<file path="config.mk">
export PLATFORM = sky130hd
export DESIGN_NAME = if_fetch_ctrl
export DESIGN_NICKNAME = d
export VERILOG_FILES = /design/src/rtl/if_fetch_ctrl_pkg.sv /design/src/rtl/if_hold_buf.sv /design/src/rtl/if_fetch_ctrl.sv
export SDC_FILE = /design/constraint.sdc
export NUM_CORES = 1
export LEC_CHECK = 0
export CAP_MARGIN = 40
export CORE_ASPECT_RATIO = 0.75
export CORE_MARGIN = 2
export CORE_UTILIZATION = 35
export DETAILED_ROUTE_END_ITERATION = 12
export PLACE_DENSITY = 0.72
export SYNTH_ARGS = -nofsm -noshare
export SYNTH_HDL_FRONTEND = slang
export SYNTH_SLANG_ARGS = --single-unit
</file>
<file path="constraint.sdc">
create_clock -name clk -period 4.69 [get_ports clk]
set_input_delay 1.1725 -clock clk [delete_from_list [all_inputs] [get_ports clk]]
set_output_delay 1.1725 -clock clk [all_outputs]
set_load 0.05 [all_outputs]
</file>
<file path="src/rtl/if_fetch_ctrl_pkg.sv">
// -----------------------------------------------------------------------------
// if_fetch_ctrl_pkg
// Shared definitions for the instruction-fetch sequencer: bus widths, the
// fetch FSM state encodings, the hold-buffer entry layout and a helper that
// extracts the fetch address-error (AdEL) flag from an excepttype word.
// -----------------------------------------------------------------------------
package if_fetch_ctrl_pkg;

   // Bus widths
   localparam int PC_TO_IC_WD  = 65;  // {excepttype[31:0], ce, pc[31:0]}
   localparam int STALL_BUS_WD = 6;
   localparam int IF_TO_ID_WD  = 97;  // {if_valid, if_pc, if_inst, if_excepttype}

   // Bit of excepttype flagging a misaligned / illegal fetch address
   localparam int ADEL_BIT = 16;

   // Fetch FSM state encodings
   localparam logic [2:0] S_IDLE   = 3'd0;
   localparam logic [2:0] S_REQ    = 3'd1;
   localparam logic [2:0] S_WAIT   = 3'd2;
   localparam logic [2:0] S_HOLD   = 3'd3;
   localparam logic [2:0] S_CANCEL = 3'd4;

   // One returned instruction together with its pc and excepttype
   typedef struct packed {
      logic [31:0] pc;
      logic [31:0] inst;
      logic [31:0] excepttype;
   } hold_entry_t;

   // True when the fetch address already carries an address-error exception
   function automatic logic fetch_adel(input logic [31:0] excepttype);
      return excepttype[ADEL_BIT];
   endfunction

endpackage

</file>
<file path="src/rtl/if_hold_buf.sv">
// -----------------------------------------------------------------------------
// if_hold_buf
// 96-bit load/clear register that parks a returned instruction while decode
// is stalled.
// Ports:
//   clk, rst  - clock, synchronous active-high reset
//   load      - capture din on the next edge
//   clr       - clear to zero on the next edge (wins over load)
//   din       - {pc, inst, excepttype} to capture
//   dout      - current buffer contents
// -----------------------------------------------------------------------------
module if_hold_buf
   import if_fetch_ctrl_pkg::*;
(
   input  logic        clk,
   input  logic        rst,
   input  logic        load,
   input  logic        clr,
   input  hold_entry_t din,
   output hold_entry_t dout
);

   hold_entry_t buf_d;
   hold_entry_t buf_q;

   // Next buffer value: clear, capture or keep
   always_comb begin
      buf_d = buf_q;
      if (clr) begin
         buf_d = hold_entry_t'(96'd0);
      end else if (load) begin
         buf_d = din;
      end else begin
         buf_d = buf_q;
      end
   end

   // Buffer storage
   always_ff @(posedge clk) begin
      if (rst) begin
         buf_q <= hold_entry_t'(96'd0);
      end else begin
         buf_q <= buf_d;
      end
   end

   assign dout = buf_q;

endmodule

</file>
<file path="src/rtl/if_fetch_ctrl.sv">
// -----------------------------------------------------------------------------
// if_fetch_ctrl
// Instruction-fetch sequencer between the PC register and an SRAM-like
// instruction bus. Keeps one fetch outstanding, freezes the PC while the fetch
// is in flight, buffers a returned instruction while decode is stalled and
// discards fetches made stale by a flush.
// Ports:
//   clk, rst          - clock, synchronous active-high reset
//   pc_to_ic_bus      - {excepttype[31:0], ce, pc[31:0]} from the PC stage
//   stall             - pipeline stall bus, stall[1] = decode cannot accept
//   flush             - exception / eret flush
//   inst_req/addr     - bus request and address
//   inst_addr_ok      - bus accepted the address
//   inst_data_ok      - read data valid, inst_rdata carries it
//   stallreq_for_if   - freeze PC and upstream pipeline
//   if_valid/pc/inst/excepttype - instruction presented to decode
// -----------------------------------------------------------------------------
module if_fetch_ctrl
   import if_fetch_ctrl_pkg::*;
#(
   parameter logic [31:0] RESET_PC = 32'hbfc0_0000
)
(
   input  logic                    clk,
   input  logic                    rst,
   input  logic [PC_TO_IC_WD-1:0]  pc_to_ic_bus,
   input  logic [STALL_BUS_WD-1:0] stall,
   input  logic                    flush,
   output logic                    inst_req,
   output logic [31:0]             inst_addr,
   input  logic                    inst_addr_ok,
   input  logic                    inst_data_ok,
   input  logic [31:0]             inst_rdata,
   output logic                    stallreq_for_if,
   output logic                    if_valid,
   output logic [31:0]             if_pc,
   output logic [31:0]             if_inst,
   output logic [31:0]             if_excepttype
);

   logic [31:0] pc_s;
   logic [31:0] excepttype_s;
   logic        ce_s;
   logic        adel_s;
   logic        stall_id_s;

   assign pc_s         = pc_to_ic_bus[31:0];
   assign ce_s         = pc_to_ic_bus[32];
   assign excepttype_s = pc_to_ic_bus[64:33];
   assign adel_s       = fetch_adel(excepttype_s);
   assign stall_id_s   = stall[1];

   // RESET_PC is informational; remaining stall bits belong to other stages
   logic unused_s;
   assign unused_s = ^{RESET_PC, stall[5:2], stall[0]};

   logic [2:0]  state_d;
   logic [2:0]  state_q;
   logic        req_s;
   logic        stallreq_s;
   logic        present_s;      // present the live pc/rdata this cycle
   logic        present_buf_s;  // present the hold buffer this cycle
   logic        buf_load_s;
   logic        buf_clr_s;
   hold_entry_t live_s;
   hold_entry_t buf_dout_s;

   if_hold_buf u_hold_buf (
      .clk  (clk),
      .rst  (rst),
      .load (buf_load_s),
      .clr  (buf_clr_s),
      .din  (live_s),
      .dout (buf_dout_s)
   );

   // Fetch FSM: next state, bus request, stall request and buffer control
   always_comb begin
      state_d       = state_q;
      req_s         = 1'b0;
      stallreq_s    = 1'b0;
      present_s     = 1'b0;
      present_buf_s = 1'b0;
      buf_load_s    = 1'b0;
      buf_clr_s     = 1'b0;
      live_s        = '{pc: pc_s, inst: inst_rdata, excepttype: excepttype_s};
      case (state_q)
         S_IDLE: begin
            if (ce_s) begin
               state_d = S_REQ;
            end else begin
               state_d = S_IDLE;
            end
         end
         S_REQ: begin
            if (adel_s) begin
               // Bad fetch address: no bus access, the exception itself is
               // handed to decode as if it were returned data with inst 0.
               live_s.inst = 32'd0;
               if (flush) begin
                  state_d = S_IDLE;
               end else if (stall_id_s) begin
                  buf_load_s = 1'b1;
                  state_d    = S_HOLD;
               end else begin
                  present_s = 1'b1;
                  state_d   = S_REQ;
               end
            end else begin
               req_s      = 1'b1;
               stallreq_s = 1'b1;
               if (inst_addr_ok) begin
                  state_d = flush ? S_CANCEL : S_WAIT;
               end else begin
                  state_d = S_REQ;
               end
            end
         end
         S_WAIT: begin
            if (inst_data_ok) begin
               if (flush) begin
                  state_d = S_IDLE;
               end else if (stall_id_s) begin
                  buf_load_s = 1'b1;
                  state_d    = S_HOLD;
               end else begin
                  present_s = 1'b1;
                  state_d   = S_REQ;
               end
            end else begin
               stallreq_s = 1'b1;
               state_d    = flush ? S_CANCEL : S_WAIT;
            end
         end
         S_HOLD: begin
            if (flush) begin
               buf_clr_s = 1'b1;
               state_d   = S_IDLE;
            end else if (stall_id_s) begin
               present_buf_s = 1'b1;
               state_d       = S_HOLD;
            end else begin
               present_buf_s = 1'b1;
               buf_clr_s     = 1'b1;
               state_d       = S_REQ;
            end
         end
         S_CANCEL: begin
            // The outstanding fetch is stale; swallow its data_ok.
            stallreq_s = 1'b1;
            if (inst_data_ok) begin
               state_d = S_IDLE;
            end else begin
               state_d = S_CANCEL;
            end
         end
         default: begin
            state_d = S_IDLE;
         end
      endcase
   end

   // Outputs toward the bus and decode
   always_comb begin
      inst_req        = req_s;
      inst_addr       = req_s ? pc_s : 32'd0;
      stallreq_for_if = stallreq_s;
      if (present_s) begin
         if_valid      = 1'b1;
         if_pc         = live_s.pc;
         if_inst       = live_s.inst;
         if_excepttype = live_s.excepttype;
      end else if (present_buf_s) begin
         if_valid      = 1'b1;
         if_pc         = buf_dout_s.pc;
         if_inst       = buf_dout_s.inst;
         if_excepttype = buf_dout_s.excepttype;
      end else begin
         if_valid      = 1'b0;
         if_pc         = 32'd0;
         if_inst       = 32'd0;
         if_excepttype = 32'd0;
      end
   end

   // State register
   always_ff @(posedge clk) begin
      if (rst) begin
         state_q <= S_IDLE;
      end else begin
         state_q <= state_d;
      end
   end

endmodule

</file>
==> results of run 1 <==
[per-layer routing]
metal | share of wire, % | vias to the layer above | wire, um | GRT usage (%)
li1 | - | 2542 | - | -
met1 | 41 | 2513 | 6800 | 26.2
met2 | 49 | 191 | 8160 | 37.7
met3 | 7.3 | 24 | 1210 | 6.50
met4 | 1.9 | 0 | 321 | 6.35
met5 | 0 | - | 0 | 0
[registers in the layout, summed over array words and instances, names as in the netlist]
name / cells
u_hold_buf.dout: 96
state_q: 3
[worst paths after layout]
check | startpoint | endpoint | slack (ps) | cells past startpoint
min reg2reg | u_hold_buf.dout[40] | u_hold_buf.dout[40] | 450 | 2
max reg2reg | state_q[0] | u_hold_buf.dout[87] | 2570 | 5
max | inst_data_ok | if_inst[2] | 320 | 6
min | u_hold_buf.dout[40] | u_hold_buf.dout[40] | 450 | 2
[final cells by class]
cell class                 instances  area share [%]
clock inverter                     6           0.746
sequential                        99            22.7
multi-input combinational        454            29.6
inverter                           1          0.0431
timing repair buffer             245            41.8
tap                              175            2.51
clock buffer                      10            2.63
[synthesized netlist by cell type (2+ instances only)]
master | number | area [sq um]
nor3_1 | 3 | 15.0
o21ai_0 | 4 | 20.0
buf_2 | 24 | 120
nor3b_1 | 2 | 15.0
nor2_1 | 2 | 7.51
nand2_1 | 165 | 619
dfxtp_1 | 99 | 1980
and3b_1 | 2 | 17.5
a22o_1 | 96 | 841
nand2b_1 | 2 | 12.5
and2_1 | 32 | 200
a21oi_1 | 99 | 495
clkbuf_1 | 29 | 109
nand3_1 | 32 | 160
buf_1 | 4 | 15.0
buf_6 | 4 | 45.0
o21a_1 | 2 | 15.0
[critical path: cells and delay by family]
kind	cells	cell delay [ps]
buffers and inverters	2	660
AOI/OAI and AO/OA	2	620
and+or+nand+nor	2	720
[cells by family after synthesis]
kind of cell,synth area share (%)
AO/OA/AOI/OAI,29.5
buffers and inverters,6.08
flip-flops,41.2
AND/OR/NAND/NOR,23.2
[metrics by stage]
step / worst slack, ps / utilization (%) / cells / cell area, sq um
after global placement: 338 / 61.9 / 973 / 8390
after floorplan: 831 / - / 615 / 4810
after detailed placement: 308 / 62.1 / 974 / 8420
final: 319 / 64.3 / 990 / 8720
after CTS: 299 / 64.3 / 990 / 8720
after global routing: 209 / 64.3 / 990 / 8720
[report_power, final]
part           total, mW  internal, mW  switching (mW)
clock network      0.731         0.415           0.316
registers          0.866         0.855          0.0103
logic              0.397         0.191           0.206
==> key figures, run 1 <==
Floorplan
  • Starting Density: a little over a third
  • Die area: 0.0147 sq mm
  • Die Y: 106 um
  • Die width: 139 um
  • Io pins: roughly 240
  • CORE AREA: 0.0136 sq mm
  • Row count: 37

Clock tree
  • Worst-Skew Late Latency: 340 ps
  • Hold buffer count at CTS: 0
  • Clock root buffer: clkbuf_16
  • Clk buf depth: 2
  • # Post-CTS Setup Buffers: 0
  • CTS Sinks: 99
  • # resized after CTS: 0
  • TritonCTS clock tree: yes
  • Cts bufs inserted: 9
  • CTS clk-pin slew, worst paths: 70 ps
  • H-Tree Depth: 3

Final layout
  • Multi-input combinational cell area: about 0.0026 sq mm
  • Fill cell count: 1090
  • Most frequent cells in the layout: nand2_1, buf_12, clkdlybuf4s50_1
  • Share of layout cells above drive strength 1: approximately 21%
  • Area growth syn-to-layout: 81.1%
  • Register area: 0.00198 sq mm
  • Diode count: 0
  • Commonest non-fill, non-tap cell in the layout: nand2_1
  • Final net count: 918

STA
  • Normalized max-slew margin: 56.1%
  • Hold slack: 451 ps
  • Max Freq: 229 MHz
  • Setup TNS: 0 ps
  • Worst Tran Pin Value: 656 ps
  • Fin crit period: 4370 ps
  • Final slew viol count: 0
  • Final Skew: 5.85 ps
  • Final Hold Viols: 0
  • RSZ-0062 raised after global routing: false
  • Setup violations, final: 0
  • Period utilization: 93.2%

Logic synthesis
  • Mapped cell area: 0.00481 sq mm
  • Post-synthesis average cell area: 7.83 sq um
  • EDFF count, synth: 0
  • YS warnings: 0
  • Synth cell types: 31
  • Number of synthesized register bits: 99
  • Post-Syn Instances: 615
  • Most common flop cell mapped by yosys: dfxtp_1
  • Sequential area share after synthesis: between 40% and 50%
  • Synth Net Count: 723
  • Asr flop ratio synth: 0%

Min path
  • Worst hold path type: reg2reg

Routing
  • Residual DRC count: 0
  • Initial DRT Pass Iterations: 5
  • Drt total wl: about 16000 um
  • Post-route ant nets: 0
  • Via/cell ratio: 5.32
  • Total number of vias: about 5300
  • Initial drt markers: 322
  • Routed len/inst: 16.7 um

Worst setup path
  • WP data required: roughly 3500 ps
  • Crit start category: input port
  • Max incr delay on CP: ~500 ps
  • CP Capture Type: output pin
  • Worst Path Arrival: 3200 ps
  • Critical Path, Cell by Cell: clkdlybuf4s50_1 > and3b_1 > o21a_2 > and2_4 > a22o_1 > buf_12
  • CP max FO: 32
  • CP max stage cell: clkdlybuf4s50_1
  • Setup CP Type: in2out

Status
  • Status: finished clean

Placed design
  • Final GP Congestion: approximately 0.79
  • Dpl hpwl: 12000 um
  • PortBufs: around 230

GRT
  • Largest net degree at the start of global routing: 58
  • Vias in the first global route: around 5100
  • Initial antenna violation count: 0
  • Total gr overflow: 0
  • GRT Overall Usage: roughly 22%
  • First-pass GRT wire length: approximately 26000 um

Power and ir drop
  • Leak Pwr: 3.15 nW
  • Cell Pwr Density: 229 mW/mm^2
  • VDD IR max: 0.168 mV
  • Tot Pwr: about 2 mW

Job
  • Max-cap viol count: 0
Note: power is estimated with default switching activity, not from simulation.
==> run 2: changes to the inputs <==
--- a/config.mk
+++ b/config.mk
@@ -9,6 +9,7 @@
 export CORE_ASPECT_RATIO = 0.75
 export CORE_MARGIN = 2
 export CORE_UTILIZATION = 35
+export CTS_BUF_LIST = sky130_fd_sc_hd__clkbuf_8
 export DETAILED_ROUTE_END_ITERATION = 12
 export PLACE_DENSITY = 0.72
 export SYNTH_ARGS = -nofsm -noshare
==> key figures, run 2 (synthesis gave the netlist of run 1 again) <==
Status
  • Status: finished clean

Worst setup path
  • Max incr delay on CP: 510 ps (about the same)
  • Crit start category: input port
  • Setup CP Type: in2out
  • Worst path depth: 6 (unchanged)
  • FF-to-FF path depth: 5 (unchanged)
  • WP data required: 3520 ps (about the same)
  • CP max stage cell: clkdlybuf4s50_1
  • Top delay family on crit path: simple AND/OR/NAND/NOR gates
  • CP max FO: 32 (unchanged)
  • CP Capture Type: output pin
  • Worst Path Arrival: 3210 ps (about the same)
  • CP bufs+invs: 2 (unchanged)
  • Critical Path, Cell by Cell: clkdlybuf4s50_1 > and3b_1 > o21a_2 > and2_4 > a22o_1 > buf_12

Clock tree
  • Clk buf depth: 2 (unchanged)
  • H-Tree Depth: 3 (unchanged)
  • Worst-Skew Late Latency: 360 ps (+20 ps)
  • Clock root buffer: clkbuf_8
  • # Post-CTS Setup Buffers: 0 (unchanged)
  • # resized after CTS: 0 (unchanged)
  • CTS clk-pin slew, worst paths: 90 ps (+20 ps)
  • CTS Sinks: 99 (unchanged)
  • TritonCTS clock tree: yes
  • Hold buffer count at CTS: 0 (unchanged)
  • Cts bufs inserted: 9 (unchanged)

GRT
  • Initial antenna violation count: 0 (unchanged)
  • Met1 Resource Use GR: 26.1% (-0.056 points)
  • M3 GR Usage: 6.22% (-0.27 points)
  • Total gr overflow: 0 (unchanged)
  • First-pass GRT wire length: 26200 um (-0.26%)
  • GRT Overall Usage: 21.7% (-0.078 points)
  • Layer with the highest usage: met2
  • Met2 Use GR: 37.7% (unchanged)
  • Vias in the first global route: 5098 (-0.31%)
  • Largest net degree at the start of global routing: 58 (unchanged)

STA
  • Final Hold Viols: 0 (unchanged)
  • Period utilization: 93.5% (+0.27 points)
  • RSZ-0062 raised after global routing: false
  • Normalized max-slew margin: 56.5% (+0.47 points)
  • Max Freq: 228 MHz (-0.29%)
  • Worst Tran Pin Value: 649 ps (-7.05 ps)
  • Setup violations, final: 0 (unchanged)
  • Final slew viol count: 0 (unchanged)
  • Final Skew: 8.09 ps (+2.24 ps)
  • Setup TNS: 0 ps (unchanged)
  • Fin crit period: 4380 ps (+12.9 ps)
  • Worst Setup Slack, final: 306 ps (-12.9 ps)

Final layout
  • Commonest non-fill, non-tap cell in the layout: nand2_1
  • Most frequent cells in the layout: nand2_1, buf_12, clkdlybuf4s50_1
  • Diode count: 0 (unchanged)
  • Final net count: 918 (unchanged)
  • Largest register FFs: 96 (unchanged)
  • Share of layout cells above drive strength 1: 20.6% (unchanged)
  • Area growth syn-to-layout: 79.0%

Routing
  • Via/cell ratio: 5.34 (+0.34%)
  • Drt total wl: 16500 um (about the same)
  • Residual DRC count: 0 (unchanged)
  • Post-route ant nets: 0 (unchanged)
  • Initial DRT Pass Iterations: 5 (unchanged)
  • Total number of vias: 5288 (+0.34%)
  • Initial drt markers: 263 (-18%)
  • Routed len/inst: 16.6 um (about the same)

Job
  • Max-cap viol count: 0 (unchanged)

Power and ir drop
  • Cell Pwr Density: 209 mW/mm^2 (-8.5%)
  • VDD IR max: 0.145 mV (-14%)
  • Leak Pwr: 3.11 nW (-1.3%)

Floorplan
  • Die area: 0.0147 sq mm (unchanged)
  • Die width: 139 um (unchanged)
  • Io pins: 239 (unchanged)
  • Die Y: 106 um (unchanged)
  • Row count: 37 (unchanged)
  • CORE AREA: 0.0136 sq mm (unchanged)
  • Starting Density: 35.5% (unchanged)

Min path
  • Worst hold path type: reg2reg
  • Worst hold path depth: 2 (unchanged)

Placed design
  • Final GP Congestion: 0.790 (unchanged)
  • Dpl hpwl: 12000 um (unchanged)
  • PortBufs: 233 (unchanged)
  • Pre-CTS setup slack: 308 ps (unchanged)
==> run 2: changes by cell type in the layout (fill, tap and decap cells not counted) <==
cell       change
inv_1          +1
clkbuf_8       +9
clkbuf_16      -9
clkbuf_1       -1
==> run 2: through the flow <==
step	instance area [sq um]	util (%)	instances	hold WS (ps)	power [mW]
3_3_place_gp	8390	61.9	973	439	1.27
2_1_floorplan	4810	-	615	432	1.06
3_5_place_dp	8420	62.1	974	443	1.28
6_report	8610	63.5	990	456	1.80
4_1_cts	8610	63.5	990	457	1.83
5_1_grt	8610	63.5	990	475	1.88
==> run 2: tightest hold or removal path: cells and delay by family (launching register included) <==
family,cells,cell delay (ps)
and+or+nand+nor,1,50
DFF,1,320
AOI/OAI and AO/OA,1,50
==> run 2: final timing paths <==
check                             end           startpoint  slack, ps
setup / recovery           if_inst[2]         inst_data_ok        310
hold / removal    u_hold_buf.dout[75]  u_hold_buf.dout[75]        460
setup reg to reg  u_hold_buf.dout[87]           state_q[0]       2580
hold reg to reg   u_hold_buf.dout[75]  u_hold_buf.dout[75]        460
==> run 2: area by class of cell <==
type                            count  area [sq um]
Fill cell                        1106          4950
Timing Repair Buffer              245          3640
Multi-Input combinational cell    454          2580
Sequential cell                    99          1980
Tap cell                          175           219
Clock buffer                        9           124
Clock inverter                      7          68.8
Inverter                            1          3.75
==> run 2: layer usage <==
layer,vias to the layer above,routed length [um]
met3,26,1250
met4,0,308
li1,2537,-
met5,-,0
met2,219,8190
met1,2506,6730
==> run 2: power breakdown <==
part	leakage, nW	internal (mW)	switching, mW
combinational	2.21	0.191	0.206
clock	0.101	0.246	0.295
sequential	0.799	0.855	0.0103
total	3.11	1.29	0.512
==> run 3: changes to the inputs <==
--- a/config.mk
+++ b/config.mk
@@ -11,7 +11,8 @@
 export CORE_UTILIZATION = 35
 export CTS_BUF_LIST = sky130_fd_sc_hd__clkbuf_8
 export DETAILED_ROUTE_END_ITERATION = 12
-export PLACE_DENSITY = 0.72
+export DONT_BUFFER_PORTS = 1
+export PLACE_DENSITY = 0.5
 export SYNTH_ARGS = -nofsm -noshare
 export SYNTH_HDL_FRONTEND = slang
 export SYNTH_SLANG_ARGS = --single-unit
==> key figures, run 3 (synthesis gave the netlist of run 1 again) <==
Status
  • Status: finished clean

Worst setup path
  • Crit start category: input port
  • Setup CP Type: in2out
  • CP bufs+invs: 1 (-1)
  • CP max stage cell: a22o_1
  • Top delay family on crit path: simple AND/OR/NAND/NOR gates
  • WP data required: 3520 ps (about the same)
  • Max incr delay on CP: 520 ps (about the same)
  • Worst Path Arrival: 2600 ps (-610 ps)
  • Critical Path, Cell by Cell: or3b_1 > buf_4 > and2_4 > a22o_1
  • CP max FO: 33 (+3.1%)
  • CP Capture Type: output pin

Floorplan
  • Row count: 37 (unchanged)
  • Die width: 139 um (unchanged)
  • Die Y: 106 um (unchanged)
  • Die area: 0.0147 sq mm (unchanged)
  • Io pins: 239 (unchanged)
  • CORE AREA: 0.0136 sq mm (unchanged)
  • Starting Density: 35.5% (unchanged)

Clock tree
  • Cts bufs inserted: 9 (unchanged)
  • # Post-CTS Setup Buffers: 0 (unchanged)
  • # resized after CTS: 0 (unchanged)
  • CTS Sinks: 99 (unchanged)
  • Clk buf depth: 2 (unchanged)
  • H-Tree Depth: 3 (unchanged)
  • Clock root buffer: clkbuf_8
  • Hold buffer count at CTS: 0 (unchanged)
  • CTS clk-pin slew, worst paths: 90 ps (about the same)
  • Worst-Skew Late Latency: 370 ps (about the same)
  • TritonCTS clock tree: yes

Power and ir drop
  • Leak Pwr: 1.66 nW (-47%)
  • Comb power frac: 11.8% (-10 points)
  • Switch share: 27.9% (-0.45 points)
  • Cell Pwr Density: 322 mW/mm^2 (+54%)
  • Seq pwr share: 52.7% (+4.7 points)
  • Sw Pwr: 0.458 mW (-10%)
  • Clock power frac: 35.5% (+5.5 points)
  • VDD IR max: 0.155 mV (+7.4%)
  • Int Power: 1.18 mW (-8.5%)

Placed design
  • PortBufs: 0 (-100%)
  • Final GP Congestion: 0.753 (-4.7%)
  • Dpl hpwl: 8440 um (-30%)

Final layout
  • Share of layout cells above drive strength 1: 6.03% (-15 points)
  • Area growth syn-to-layout: 6.00%
  • Largest register FFs: 96 (unchanged)
  • Most frequent cells in the layout: nand2_1, a21oi_1, dfxtp_1
  • Fill cell count: 1392 (+26%)
  • Commonest non-fill, non-tap cell in the layout: nand2_1
  • Final net count: 683 (-26%)
  • Diode count: 0 (unchanged)

Routing
  • Initial DRT Pass Iterations: 4 (-1)
  • Post-route ant nets: 0 (unchanged)
  • Routed len/inst: 17.1 um (+3.0%)
  • Drt total wl: 12900 um (-21%)
  • Residual DRC count: 0 (unchanged)
  • Via/cell ratio: 5.58 (+4.4%)
  • Total number of vias: 4212 (-20%)
  • Initial drt markers: 299 (+14%)

STA
  • Final Hold Viols: 0 (unchanged)
  • Worst Tran Pin Value: 730 ps (+80.7 ps)
  • Hold slack: 459 ps (+2.80 ps)
  • Max Freq: 265 MHz (+16%)
  • Fin crit period: 3770 ps (-615 ps)
  • Setup TNS: 0 ps (unchanged)
  • Final Skew: 5.92 ps (-2.17 ps)
  • Final slew viol count: 0 (unchanged)
  • RSZ-0062 raised after global routing: false
  • Setup violations, final: 0 (unchanged)
  • Period utilization: 80.4% (-13 points)
  • Normalized max-slew margin: 51.4% (-5.2 points)

Min path
  • Worst hold path type: reg2reg

GRT
  • GRT Overall Usage: 16.7% (-5.0 points)
  • Vias in the first global route: 3810 (-25%)
  • First-pass GRT wire length: 19800 um (-24%)
  • Largest net degree at the start of global routing: 69 (+19%)
  • Total gr overflow: 0 (unchanged)
  • Initial antenna violation count: 0 (unchanged)

Job
  • Max-cap viol count: 0 (unchanged)
## run 3: cell count changes in the layout (fill, tap and decap cells not counted), sizes merged
| cell | previous run | this run |
|---|---|---|
| clkinvlp | 1 | 2 |
| clkinv | 3 | 0 |
| buf | 143 | 10 |
| inv | 3 | 2 |
| clkbuf | 9 | 12 |
| clkdlybuf4s50 | 102 | 0 |
## run 3: metal layers
layer  global-route usage (%)  vias up  wire length (um)
li1                         -     2065                 -
met1                     20.8     1968              5630
met2                     26.8      165              6030
met3                     5.91       14              1070
met4                     6.20        0               219
met5                        0        -                 0
## run 3: worst min-delay path: stages (launching register included)
cell,delay [ps]
dfxtp_1,320
nand2_1,50
a21oi_1,50
## run 3: worst paths after layout
path / from / endpoint / cells past startpoint / slack, ps
hold reg to reg: u_hold_buf.dout[91] / u_hold_buf.dout[91] / 2 / 460
setup / recovery: pc_to_ic_bus[49] / if_inst[1] / 4 / 920
hold / removal: u_hold_buf.dout[91] / u_hold_buf.dout[91] / 2 / 460
setup reg to reg: state_q[2] / u_hold_buf.dout[62] / 5 / 2660
## run 3: power by group through the flow
stage,sequential [mW],combinational [mW],clock (mW)
6_report,0.865,0.193,0.582
5_1_grt,0.867,0.206,0.648
4_1_cts,0.865,0.195,0.613
3_5_place_dp,0.885,0.195,0
3_3_place_gp,0.884,0.193,0
2_1_floorplan,0.881,0.175,0
## run 3: cell type report
cell class	instances	area (sq um)	share of cell area [%]
clock buffers	12	165	3.24
clock inverters	4	48.8	0.956
inverters	1	3.75	0.0736
multi-input cells	454	2580	50.5
flip-flops and latches	99	1980	38.8
well taps	175	219	4.29
repair buffers	10	108	2.11
## run 3: stage by stage
| step | power (mW) | utilization, % | area [sq um] | std cells | worst slack (ps) |
|---|---|---|---|---|---|
| after floorplan | 1.06 | - | 4810 | 615 | 831 |
| after global placement | 1.08 | 35.8 | 4860 | 738 | 928 |
| after detailed placement | 1.08 | 36.0 | 4890 | 739 | 911 |
| after CTS | 1.67 | 37.6 | 5100 | 755 | 911 |
| after global routing | 1.72 | 37.6 | 5100 | 755 | 827 |
| final | 1.64 | 37.6 | 5100 | 755 | 921 |
